==> src/rtl/risc_spm_boot_loader_if.sv <==
// Stream and RAM-write bundle for the RISC_SPM boot loader.
//   in_data/in_valid/in_ready : framed byte stream, valid/ready handshake
//   mem_we/mem_addr/mem_wdata : single RAM write port, one byte per strobe
// slave  : used by the loader (consumes stream, drives RAM port)
// master : used by the stream source / RAM model side
interface risc_spm_boot_loader_if #(
  parameter int ADDR_W = 8,
  parameter int DATA_W = 8
);
  logic [DATA_W-1:0] in_data;
  logic              in_valid;
  logic              in_ready;
  logic              mem_we;
  logic [ADDR_W-1:0] mem_addr;
  logic [DATA_W-1:0] mem_wdata;

  modport slave (
    input  in_data, in_valid,
    output in_ready, mem_we, mem_addr, mem_wdata
  );

  modport master (
    output in_data, in_valid,
    input  in_ready, mem_we, mem_addr, mem_wdata
  );
endinterface

==> src/rtl/risc_spm_boot_loader.sv <==
// Program-load stage for RISC_SPM. Parses frames
//   SYNC_BYTE, START_ADDR, COUNT, COUNT data bytes (0 = 2^DATA_W), CSUM
// and writes the payload through the RAM write port, holding the CPU in
// reset until a frame with a good checksum has been loaded.
// Ports:
//   clk        system clock, rising edge
//   rst        synchronous active-low reset
//   bus        risc_spm_boot_loader_if.slave (stream in, RAM write out)
//   cpu_rst_n  reset to RISC_SPM, active-low
//   busy       frame in progress (ADDR..CSUM)
//   done       last frame loaded successfully (sticky)
//   err        last frame failed (sticky until next SYNC_BYTE or rst)
// Optional feature: define BOOT_LOADER_TIMEOUT_EN to abort a frame into
// ERR after TIMEOUT_CYC idle cycles between bytes.
module risc_spm_boot_loader #(
  parameter int                ADDR_W      = 8,
  parameter int                DATA_W      = 8,
  parameter logic [DATA_W-1:0] SYNC_BYTE   = 8'hA5,
  parameter int                TIMEOUT_CYC = 1024
) (
  input  logic                    clk,
  input  logic                    rst,
  risc_spm_boot_loader_if.slave   bus,
  output logic                    cpu_rst_n,
  output logic                    busy,
  output logic                    done,
  output logic                    err
);

  typedef enum logic [2:0] {
    S_IDLE, S_ADDR, S_CNT, S_DATA, S_CSUM, S_DONE, S_ERR
  } state_t;

  state_t            state, state_nxt;
  logic              ready_en;
  logic [ADDR_W-1:0] ptr;
  logic [DATA_W:0]   cnt;       // one extra bit so COUNT==0 can hold 2^DATA_W
  logic [DATA_W-1:0] sum;
  logic [DATA_W-1:0] sum_nxt;
  logic              acc;
  logic              is_sync;
  logic              tmo_hit;

  assign acc     = bus.in_valid && bus.in_ready;
  assign is_sync = (bus.in_data == SYNC_BYTE);
  assign sum_nxt = sum + bus.in_data;

`ifdef BOOT_LOADER_TIMEOUT_EN
  localparam int TW = $clog2(TIMEOUT_CYC + 1);
  logic [TW-1:0] tmo_cnt;

  // Idle-gap counter; the TIMEOUT_CYC-th consecutive idle busy cycle aborts.
  assign tmo_hit = busy && !acc && (tmo_cnt == TW'(TIMEOUT_CYC - 1));

  always_ff @(posedge clk) begin
    if (!rst || !busy || acc) tmo_cnt <= '0;
    else                      tmo_cnt <= tmo_cnt + 1'b1;
  end
`else
  assign tmo_hit = 1'b0;
`endif

  // State register
  always_ff @(posedge clk) begin
    if (!rst) state <= S_IDLE;
    else      state <= state_nxt;
  end

  // Next-state logic
  always_comb begin
    state_nxt = state;
    case (state)
      S_IDLE, S_DONE, S_ERR: if (acc && is_sync) state_nxt = S_ADDR;
      S_ADDR: if (acc) state_nxt = S_CNT;
      S_CNT:  if (acc) state_nxt = S_DATA;
      S_DATA: if (acc && cnt == (DATA_W+1)'(1)) state_nxt = S_CSUM;
      S_CSUM: if (acc) state_nxt = (sum_nxt == '0) ? S_DONE : S_ERR;
      default: state_nxt = S_IDLE;
    endcase
    if (tmo_hit) state_nxt = S_ERR;
  end

  // Output logic
  always_comb begin
    busy         = (state == S_ADDR) || (state == S_CNT) ||
                   (state == S_DATA) || (state == S_CSUM);
    bus.in_ready = ready_en;
  end

  // Datapath: pointer, count, checksum, RAM port and status flags
  always_ff @(posedge clk) begin
    if (!rst) begin
      ready_en      <= 1'b0;
      bus.mem_we    <= 1'b0;
      bus.mem_addr  <= '0;
      bus.mem_wdata <= '0;
      ptr           <= '0;
      cnt           <= '0;
      sum           <= '0;
      cpu_rst_n     <= 1'b0;
      done          <= 1'b0;
      err           <= 1'b0;
    end else begin
      // Stall one cycle after the checksum byte while the result resolves.
      ready_en   <= !(state == S_CSUM && acc);
      bus.mem_we <= 1'b0;
      // Release lands one cycle after entering DONE.
      if (state == S_DONE) cpu_rst_n <= 1'b1;
      case (state)
        S_IDLE, S_DONE, S_ERR: begin
          if (acc && is_sync) begin
            sum       <= '0;
            err       <= 1'b0;
            done      <= 1'b0;
            cpu_rst_n <= 1'b0;
          end
        end
        S_ADDR: begin
          if (acc) begin
            ptr <= ADDR_W'(bus.in_data);
            sum <= sum_nxt;
          end
        end
        S_CNT: begin
          if (acc) begin
            cnt <= {(bus.in_data == '0), bus.in_data};
            sum <= sum_nxt;
          end
        end
        S_DATA: begin
          if (acc) begin
            bus.mem_we    <= 1'b1;
            bus.mem_addr  <= ptr;
            bus.mem_wdata <= bus.in_data;
            ptr           <= ptr + 1'b1;
            cnt           <= cnt - 1'b1;
            sum           <= sum_nxt;
          end
        end
        S_CSUM: begin
          if (acc) begin
            sum <= sum_nxt;
            if (sum_nxt == '0) done <= 1'b1;
            else               err  <= 1'b1;
          end
        end
        default: ;
      endcase
      if (tmo_hit) begin
        err       <= 1'b1;
        cpu_rst_n <= 1'b0;
      end
    end
  end

endmodule

==> src/flat_wrapper.sv <==
// flat-port wrapper written by rule: the top's interface ports become plain ports
module risc_spm_boot_loader_flat 
#(
  parameter int                ADDR_W      = 8,
  parameter int                DATA_W      = 8,
  parameter logic [DATA_W-1:0] SYNC_BYTE   = 8'hA5,
  parameter int                TIMEOUT_CYC = 1024
)
  (clk, rst, cpu_rst_n, busy, done, err, bus_in_data, bus_in_valid, bus_in_ready, bus_mem_we, bus_mem_addr, bus_mem_wdata);
  risc_spm_boot_loader_if #(.ADDR_W(ADDR_W), .DATA_W(DATA_W)) bus_i ();
  input  logic clk;
  input  logic rst;
  output logic cpu_rst_n;
  output logic busy;
  output logic done;
  output logic err;
  input wire logic [$bits(bus_i.in_data)-1:0] bus_in_data;
  input wire logic [$bits(bus_i.in_valid)-1:0] bus_in_valid;
  output wire logic [$bits(bus_i.in_ready)-1:0] bus_in_ready;
  output wire logic [$bits(bus_i.mem_we)-1:0] bus_mem_we;
  output wire logic [$bits(bus_i.mem_addr)-1:0] bus_mem_addr;
  output wire logic [$bits(bus_i.mem_wdata)-1:0] bus_mem_wdata;
  assign bus_i.in_data = bus_in_data;
  assign bus_i.in_valid = bus_in_valid;
  assign bus_in_ready = bus_i.in_ready;
  assign bus_mem_we = bus_i.mem_we;
  assign bus_mem_addr = bus_i.mem_addr;
  assign bus_mem_wdata = bus_i.mem_wdata;
  risc_spm_boot_loader #(.ADDR_W(ADDR_W), .DATA_W(DATA_W), .SYNC_BYTE(SYNC_BYTE), .TIMEOUT_CYC(TIMEOUT_CYC)) u_core (.clk(clk), .rst(rst), .bus(bus_i), .cpu_rst_n(cpu_rst_n), .busy(busy), .done(done), .err(err));
endmodule
==> config.mk <==
export PLATFORM = sky130hd
export DESIGN_NAME = risc_spm_boot_loader_flat
export DESIGN_NICKNAME = d
export VERILOG_FILES = /design/src/rtl/risc_spm_boot_loader_if.sv /design/src/rtl/risc_spm_boot_loader.sv /design/src/flat_wrapper.sv
export SDC_FILE = /design/constraint.sdc
export NUM_CORES = 1
export LEC_CHECK = 0
export CAP_MARGIN = 20
export CORE_ASPECT_RATIO = 1.2
export CORE_UTILIZATION = 63
export CTS_CLUSTER_SIZE = 12
export DETAILED_ROUTE_END_ITERATION = 12
export DONT_BUFFER_PORTS = 1
export PLACE_DENSITY = 0.79
export SKIP_CTS_REPAIR_TIMING = 1
export SYNTH_ARGS = -nofsm -noshare
export SYNTH_HDL_FRONTEND = slang
export SYNTH_SLANG_ARGS = --single-unit
==> constraint.sdc <==
create_clock -name clk -period 3.22 [get_ports clk]
set_clock_uncertainty 0.05 [all_clocks]
set_input_delay 0.644 -clock clk [delete_from_list [all_inputs] [get_ports clk]]
set_output_delay 0.644 -clock clk [all_outputs]
set_load 0.005 [all_outputs]
# Yosys cells after proc, flatten, opt, wreduce, memory -nomap -nowiden

Cells that the tools add are included.

Bits in registers: 49
Bits in latches: 0
Bits in writable memories: 0
Bits in read-only memories: 0
Input port bits: 11
Word-level logic and storage cells: 83
Memories kept: 0

Add/subtract/negate cells: 3
Multiply operators: 0
Divide/modulo/power cells: 0
Magnitude comparators: 0
Eq/ne operators: 17
Shift-type cells: 0
Mux-type cells: 27
Bitwise gates (word level): 0
Reduce and logical (&&, ||, !) cells: 25

Operators with widths:

| cell                                                                     | number |
|---|---|
| 8-bit 2-to-1 mux                                                         | 4 |
| 8-bit one-hot mux with 2 select lines                                    | 2 |
| 9-bit 2-to-1 mux                                                         | 2 |
| 9-bit one-hot mux with 2 select lines                                    | 1 |
| 8-bit zero test                                                          | 2 |
| 2-bit by 1-bit inequality test with 1-bit output (second input constant) | 8 |
| 3-bit 2-to-1 mux                                                         | 5 |
| 3-bit one-hot mux with 5 select lines                                    | 1 |
| 3-bit == test (second input constant)                                    | 3 |
| 9-bit by 1-bit == test with 1-bit output (second input constant)         | 1 |
| 1-bit 2-to-1 mux                                                         | 9 |
| 3-bit AND reduction                                                      | 3 |
| 9-bit by 1-bit subtractor with 9-bit output (second input constant)      | 1 |
| 8-bit by 1-bit adder with 8-bit output (second input constant)           | 1 |
| 8-bit adder                                                              | 1 |
| 8-bit == test (second input constant)                                    | 1 |
| 4-bit AND reduction                                                      | 2 |
| 2-bit nonzero test                                                       | 4 |
| 3-bit by 2-bit == test with 1-bit output (second input constant)         | 2 |
| 5-bit AND reduction                                                      | 1 |
| 1-bit logical AND                                                        | 4 |
| 1-bit one-hot mux with 2 select lines                                    | 2 |
| 2-bit AND reduction                                                      | 2 |
| 4-bit OR reduction                                                       | 1 |
| 7 further kinds                                                          | 9 |

# Depth between registers and ports, before layout

Gate-level depths: netlist of the first run.

Depth after elaboration: 5
Depth in mapped cells: 8
Gate-level depth less buffers: 8

# Worst setup path before layout of the first run

OpenSTA, ideal clock, no wires.

Path kind: input -> register
From: in bus_in_data[0]
To: reg u_core.state[1]
Setup time: 58 ps
Data arrival time: 2556 ps
Path slack: 555 ps
Stages: 8
Path buffers: 0
Cells stage by stage: ha_1 -> fa_1 -> a211o_1 -> and3_1 -> o311ai_0 -> nor4_1 -> nor3_1 -> o21a_1

Word-level cells in the longest chain between the ends: 5
Elaborated cells on any way between the ends: 9

Ends and longest elaborated chain:

| item                                  | RTL line                   | text |
|---|---|---|
| start: declaration                    | flat_wrapper.sv:17         | `input wire logic [$bits(bus_i.in_data)-1:0] bus_in_data;` |
| 8-bit adder                           | risc_spm_boot_loader.sv:46 | `assign sum_nxt = sum + bus.in_data;` |
| 8-bit zero test                       | risc_spm_boot_loader.sv:77 | `S_CSUM: if (acc) state_nxt = (sum_nxt == '0) ? S_DONE : S_ERR;` |
| 2-bit 2-to-1 mux                      | risc_spm_boot_loader.sv:77 |  |
| 3-bit 2-to-1 mux                      | risc_spm_boot_loader.sv:77 |  |
| 3-bit one-hot mux with 5 select lines | risc_spm_boot_loader.sv:72 | `case (state)` |
| end signal: assignment                | risc_spm_boot_loader.sv:66 | `else state <= state_nxt;` |
| end: declaration                      | risc_spm_boot_loader.sv:34 | `state_t state, state_nxt;` |

Parallel ways exist; a longest one is shown, timed or not. The select of a mux whose other input is x is not followed.
A chain may end at the register's enable or synchronous reset.

# Worst setup path in the final report of the first run

Ends and elaborated chain as after synthesis.

==> metrics.md, run 1 <==
| Metric | Value |
|---|---|
| Row count | 25 |
| Netlist cell types | 58 |
| Post-route setup TNS | 0 ps |
| Crit path capture type | flip-flop |
| Fill cells | ~340 |
| Mapped Area | between 0.002 and 0.003 mm2 |
| Yosys warnings | 0 |
| Area grow syn2layout | 4.11% |
| Sequential share of the synthesized area | 35.8% |
| FF-to-FF End | u_core.state[1] |
| Top post-synthesis cells by count | nand2_1 (65), dfxtp_1 (49), a21boi_0 (26) |
| Die Y | between 70 and 80 um |
| Synthesized net count | around 370 |
| Startpoint of the worst hold path | rst |
| WL final | 6260 um |
| Main synth FF type | dfxtp_1 |
| Status | completed |
| Core Area | around 0.0041 mm2 |
| Worst Reg-to-Reg Cells | 8 |
| Final Cycle Share | between 80% and 90% |
| Biggest area consumer among synthesized cells | dfxtp_1 |
| Detailed Route Iter0 Violations | about 200 |
| Clock H-tree levels | 2 |
| Critical Path Source Type | input port |
| Total GRT Usage | between 20 and 30% |
| Worst-Margin Slew | approximately 830 ps |
| I/O Buffers | 0 |
| Hold_ws | between 400 and 500 ps |
| Diodes inserted | 0 |
| Final hold vios | 0 |
| Hpwl dp | 4380 um |
| HP Class | in2reg |
| CTS clock-pin slew for the worst setup and hold paths | ~90 ps |
| Final nets | ~360 |
| Hold endpoint | u_core.ptr[6] |
| Hold path cells | 2 |
| CP required | 3380 ps |
| CP max FO | 6 |
| Initial Util | roughly 67% |
| Reg2Reg Setup Slack | a little under 600 ps |
| Largest net degree at the start of global routing | 50 |
| Max Freq | roughly 380 MHz |
| Worst setup startpoint | bus_in_data[0] |
| Detail Route Antenna Nets | 0 |
| Post-synth EDFFs | 0 |
| Full die area | between 0.004 and 0.005 mm2 |
| Die span in x | just over 60 um |
| Rel. slew slack | between 40% and 50% |
| Placer congestion estimate | about 0.93 |
| Share of post-route cells with drive strength above 1 | between 7 and 8% |
| Pre-antenna DRT Iters | 4 |
| RSZ-0062 raised after global routing | false |
| First-pass GRT wire length | between 10000 and 15000 um |
| Max VDD drop | 0.000328 V |
| Most frequent cell after synthesis | nand2_1 |
| Leak | 0.000968 uW |
| R2R Path Start | u_core.sum[0] |
| Min Tclk post-route | 2650 ps |
| CTS tree | done |
| #FFs+latches synth | around 50 |
| Avg Cell Area, Syn | 7.86 um2 |
| DR WL/cell | 15.8 um |
| Asr flop ratio synth | 0% |
| Via/cell ratio | roughly 6.2 |
| Vias in the first global route | about 2300 |
| # IOs | 33 |
| Drt drc | 0 |
| Via count | 2463 |
| Num CTS Buffers | 5 |
| Setup CP Type | in2reg |
| Storage cell area | approximately 980 um2 |
| Cells after Synth | roughly 350 |
| Antenna violations before repair | 0 |
| Max-slew violation count | 0 |
| Endpoints failing setup | 0 |
| Multi-input logic area | between 0.0015 and 0.002 mm2 |
| Worst-path cell chain | ha_1 -> fa_1 -> a211o_1 -> nand4_1 -> o311ai_0 -> nor4_1 -> nor3_1 -> o21a_1 |
| Worst skew pair latency | 300 ps |
| Critical Path Max Stage Delay | 630 ps |
| Grt ovf | 0 |
| Cell class contributing the biggest share of worst-path delay | simple AND/OR/NAND/NOR gates |
| Max Root-Sink Buffers | 2 |
| Synth top area share | between 30 and 40% |
| Slowest-stage cell, CP | nor4_1 |
| Max capacitance violation total | 0 |
| Synth area leaders | dfxtp_1 (36%), nand2_1 (8.9%), a21boi_0 (7.1%) |
| WP data arrival | around 2800 ps |
| Clock Sinks | 49 |
| PD cells | around 360 mW/mm2 |
| CP bufs+invs | 0 |
| Root buf cell | clkbuf_8 |
through the flow:
step | area (um2) | instances | worst slack, ps | power [uW] | util (%)
2_1_floorplan | 2740 | 349 | 555 | 657 | -
3_3_place_gp | 2770 | 388 | 382 | 658 | 68.0
3_5_place_dp | 2770 | 388 | 339 | 658 | 68.0
4_1_cts | 2860 | 396 | 663 | 1020 | 70.2
5_1_grt | 2860 | 396 | 308 | 1050 | 70.2
6_report | 2860 | 396 | 568 | 1020 | 70.2
per-layer routing:
layer	vias up	part of all wire, %	GRT usage (%)
met5	-	0	0
met4	0	0.88	8.79
met3	10	6.5	7.21
met2	75	47	48.4
met1	1140	45	37.1
li1	1238	-	-
kinds of logic (layout without fill, tap and decap cells):
logic type | count (synthesis) | count (layout) | share of synthesized area, %
XOR/XNOR | 4 | 4 | 1.28
multiplexers | 2 | 2 | 0.776
flip-flops | 49 | 49 | 35.8
AND/OR/NAND/NOR | 152 | 152 | 26.9
AO/OA/AOI/OAI | 103 | 103 | 26.0
buffers and inverters | 28 | 21 | 3.97
adder cells (fa/ha/maj) | 11 | 11 | 5.29
where the power goes:
part           internal, uW  switching, uW
Clock                   155            220
Sequential              606           1.20
Combinational          18.8           18.4
worst max-delay path by stage:
stage / endpoint / slack [ps] / cells after the start
after floorplan: u_core.state[1] / 560 / 8
after global placement: u_core.state[1] / 380 / 8
after detailed placement: u_core.state[1] / 340 / 8
after CTS: u_core.state[1] / 660 / 8
after global routing: u_core.state[1] / 310 / 7
final: u_core.state[1] / 570 / 8
cell type report:
cell class | count | share of cell area [%]
Tap cell | 54 | 2.37
Clock inverter | 3 | 0.745
Inverter | 9 | 1.18
Clock buffer | 5 | 2.41
Timing Repair Buffer | 4 | 1.05
Multi-Input combinational cell | 272 | 57.9
Sequential cell | 49 | 34.4
registers in the layout (all words and copies together), names as in the netlist:
signal,flops
u_core.err,1
u_core.state,3
u_core.cnt,9
u_core.cpu_rst_n,1
u_core.ptr,8
u_core.bus.in_ready,1
u_core.bus.mem_addr,8
u_core.bus.mem_wdata,8
u_core.done,1
u_core.bus.mem_we,1
u_core.sum,8
layout by cell type (no fill, tap or decap), drive strengths merged, types with 2 or more instances in the layout:
master,Yosys,layout
ha,10,10
nor3b,4,4
o21a,4,4
xor2,2,2
nor4,3,3
dfxtp,49,49
nor2b,10,10
nand3,13,13
nor2,18,18
o221ai,2,2
xnor2,2,2
buf,4,4
and2,6,6
o211a,2,2
a21boi,28,28
or3,4,4
o21ai,21,21
nand4,2,2
o211ai,3,3
a22oi,3,3
inv,9,10
a41oi,2,2
clkbuf,15,5
and3,2,2
or4,4,4
or2,3,3
nand2,66,66
nor3,12,12
a31oi,3,3
a21oi,19,19
o221a,3,3
nand2b,3,3
a32o,2,2
No activity file was read; power rests on OpenSTA's default activity.
==> run 2, diff against run 1 <==
--- a/config.mk
+++ b/config.mk
@@ -5,13 +5,14 @@
 export SDC_FILE = /design/constraint.sdc
 export NUM_CORES = 1
 export LEC_CHECK = 0
+export ABC_AREA = 1
 export CAP_MARGIN = 20
 export CORE_ASPECT_RATIO = 1.2
-export CORE_UTILIZATION = 63
+export CORE_UTILIZATION = 57
 export CTS_CLUSTER_SIZE = 12
 export DETAILED_ROUTE_END_ITERATION = 12
 export DONT_BUFFER_PORTS = 1
-export PLACE_DENSITY = 0.79
+export PLACE_DENSITY = 0.75
 export SKIP_CTS_REPAIR_TIMING = 1
 export SYNTH_ARGS = -nofsm -noshare
 export SYNTH_HDL_FRONTEND = slang
==> constraint.sdc (replaced) <==
create_clock -name clk -period 2.4 [get_ports clk]
set_clock_uncertainty 0.05 [all_clocks]
set_input_delay 0.48 -clock clk [delete_from_list [all_inputs] [get_ports clk]]
set_output_delay 0.48 -clock clk [all_outputs]
set_load 0.005 [all_outputs]
==> metrics.md, run 2 <==
| Metric | Value |
|---|---|
| Most frequent cell after synthesis | nand2_1 |
| RSZ-0062 raised after global routing | false |
| Biggest area consumer among synthesized cells | dfxtp_1 |
| Worst-Margin Slew | 607 ps (-219 ps) |
| Max capacitance violation total | 0 (unchanged) |
| Final instance area | 0.00282 mm2 (-1.4%) |
| Max Root-Sink Buffers | 2 (unchanged) |
| Via count | 2439 (-0.97%) |
| Met3 Use GR | 5.21% (-2.0 points) |
| GRT busiest layer | met2 |
| Pre-antenna DRT Iters | 4 (unchanged) |
| Avg Cell Area, Syn | 6.93 um2 (-12%) |
| CTS tree | done |
| Row count | 26 (+4.0%) |
| Critical Path Max Stage Delay | 450 ps (-180 ps) |
| I/O Buffers | 0 (unchanged) |
| Mapped Area | 0.00266 mm2 (-3.2%) |
| Root buf cell | clkbuf_8 |
| Max-slew violation count | 0 (unchanged) |
| Via/cell ratio | 5.57 (-10%) |
| Critical Path Source Type | flip-flop |
| Reg2Reg Setup Slack | 220 ps (-360 ps) |
| Most common cell on crit path | nand2_1 |
| Pre-CTS setup slack | 65.7 ps (-274 ps) |
| Min Tclk post-route | ~2200 ps |
| Max VDD drop | 0.000578 V (+77%) |
| Synth area leaders | dfxtp_1 (37%), nand2_1 (12%), o21ai_0 (7.7%) |
| Max Freq | ~460 MHz |
| Share of post-route cells with drive strength above 1 | 8.90% (+1.0 points) |
| Antenna violations before repair | 0 (unchanged) |
| Final Cycle Share | between 90% and 100% |
| Main synth FF type | dfxtp_1 |
| Crit path capture type | flip-flop |
| Cell class contributing the biggest share of worst-path delay | simple AND/OR/NAND/NOR gates |
| Worst Slack Setup Final | 216 ps (-352 ps) |
| Yosys warnings | 0 (unchanged) |
| Core Area | 0.00436 mm2 (+7.2%) |
| Die Y | 76.8 um (+3.3%) |
| Final nets | 403 (+11%) |
| Detailed Route Iter0 Violations | 147 (-26%) |
| Biggest register | u_core.cnt |
| Setup CP Type | reg2reg |
| Die span in x | 64.3 um (+3.3%) |
| #FFs+latches synth | 49 (unchanged) |
| Clock Sinks | 49 (unchanged) |
| Num CTS Buffers | 5 (unchanged) |
| Slowest-stage cell, CP | fa_1 |
| Area grow syn2layout | 6.08% |
| GRT met1 Usage | 31.2% (-5.9 points) |
| WL final | 6100 um (-2.7%) |
| WP depth | 10 (+2) |
| Netlist cell types | 34 (-41%) |
| First-pass GRT wire length | 10100 um (-5.5%) |
| CP Capture Point | u_core.state[0] |
| Clock H-tree levels | 2 (unchanged) |
| Drt drc | 0 (unchanged) |
| FF-to-FF End | u_core.state[0] |
| Hpwl dp | 4500 um (+2.6%) |
| WP data arrival | 2350 ps (-460 ps) |
| CP bufs+invs | 0 (unchanged) |
| Placer congestion estimate | 0.849 (-8.5%) |
| Synth top area share | 36.9% (+1.2 points) |
| # IOs | 33 (unchanged) |
| CP required | 2560 ps (-820 ps) |
| R2R Path Start | u_core.sum[0] |
| Top post-synthesis cells by count | nand2_1 (86), dfxtp_1 (49), inv_1 (42) |
| Worst setup startpoint | u_core.sum[0] |
| Endpoints failing setup | 0 (unchanged) |
| Overall Power | 2320 uW (+130%) |
| Startpoint of the worst hold path | rst |
| Vias in the first global route | 2204 (-5.1%) |
| HP Class | in2reg |
| Worst skew pair latency | 310 ps (about the same) |
| Detail Route Antenna Nets | 0 (unchanged) |
| Leak | 0.00123 uW (+27%) |
| Initial Util | 60.9% (-6.5 points) |
| Cells after Synth | 383 (+9.7%) |
| Post-synth EDFFs | 0 (unchanged) |
| Sequential share of the synthesized area | 36.9% (+1.2 points) |
| Worst-path cell chain | ha_1 -> fa_1 -> or2_2 -> nor2_1 -> nand3_1 -> nor2_1 -> nand2_1 -> nand2_1 -> nand2_1 -> a21oi_1 |
| CTS clock-pin slew for the worst setup and hold paths | 90 ps (about the same) |
| M2 GR Usage | 44.9% (-3.4 points) |
| Total GRT Usage | 25.7% (-3.1 points) |
| PD cells | 825 mW/mm2 (+130%) |
| Post-route setup TNS | 0 ps (unchanged) |
| Commonest cells after routing, fill and taps aside | nand2_1 (86), dfxtp_1 (49), inv_1 (42), o21ai_0 (41), nor2_1 (34) |
| Rel. slew slack | 59.3% (+15 points) |
| Post-DP Area | 0.00270 mm2 (-2.5%) |
| Worst Reg-to-Reg Cells | 10 (+2) |
| Largest net degree at the start of global routing | 33 (-34%) |
| Status | completed |
| Asr flop ratio synth | 0% (unchanged) |
| Full die area | 0.00494 mm2 (+6.8%) |
| Hold_ws | 237 ps (-166 ps) |
| Diodes inserted | 0 (unchanged) |
| Final hold vios | 0 (unchanged) |
| Synthesized net count | 405 (+9.2%) |
| Leading cell type in the layout, fill and taps excluded | nand2_1 |
| Grt ovf | 0 (unchanged) |
| DR WL/cell | 13.9 um (-12%) |
| CP max FO | 3 (-3) |
| Fill cells | 406 (+21%) |
| Largest register FFs | 9 (unchanged) |
==> run 2: area by class of cell <==
cell class / instances / area [um2] / share of cell area, %
Inverter: 49 / 184 / 6.53
Timing Repair Buffer: 3 / 22.5 / 0.800
Multi-Input combinational cell: 273 / 1440 / 51.1
Clock inverter: 2 / 37.5 / 1.33
Tap cell: 56 / 70.1 / 2.49
Clock buffer: 6 / 82.6 / 2.93
Sequential cell: 49 / 981 / 34.8
==> run 2: metal layers <==
| metal | vias up | share of wire (%) |
|---|---|---|
| li1 | 1256 | - |
| met1 | 1126 | 43 |
| met2 | 47 | 51 |
| met3 | 10 | 4.4 |
| met4 | 0 | 1.6 |
| met5 | - | 0 |
==> run 2: kinds of logic after synthesis <==
logic type	after synthesis	synth area share (%)
DFF	49	36.9
buffers and inverters	61	8.86
adders and majority gates	11	5.47
and+or+nand+nor	160	25.9
xor gates and xnor gates	7	2.31
AOI/OAI and AO/OA	95	20.5
==> run 2: power breakdown <==
group / internal, uW / switching [uW]
Clock: 339 / 282
Sequential: 883 / 72.4
Combinational: 248 / 500
==> run 2: worst min path at each step <==
stage / to / slack, ps / cells after the start
after CTS: u_core.bus.in_ready / 220 / 2
final: u_core.bus.in_ready / 240 / 2
after floorplan: u_core.bus.mem_addr[4] / 400 / 2
after global placement: u_core.sum[2] / 410 / 2
after global routing: u_core.bus.in_ready / 240 / 2
after detailed placement: u_core.sum[2] / 410 / 2
==> run 2: metrics by stage <==
stage,std cells,util (%)
3_3_place_gp,430,61.9
2_1_floorplan,383,-
6_report,438,64.6
3_5_place_dp,430,61.9
5_1_grt,438,64.6
4_1_cts,438,64.6
==> run 2: worst reg2reg max path, cell delays in order, from the launching register on <==
cell and delay [ps]:
dfxtp_1 320, ha_1 200, fa_1 450, or2_2 300, nor2_1 100, nand3_1 80, nor2_1 170, nand2_1 90
nand2_1 110, nand2_1 60, a21oi_1 160
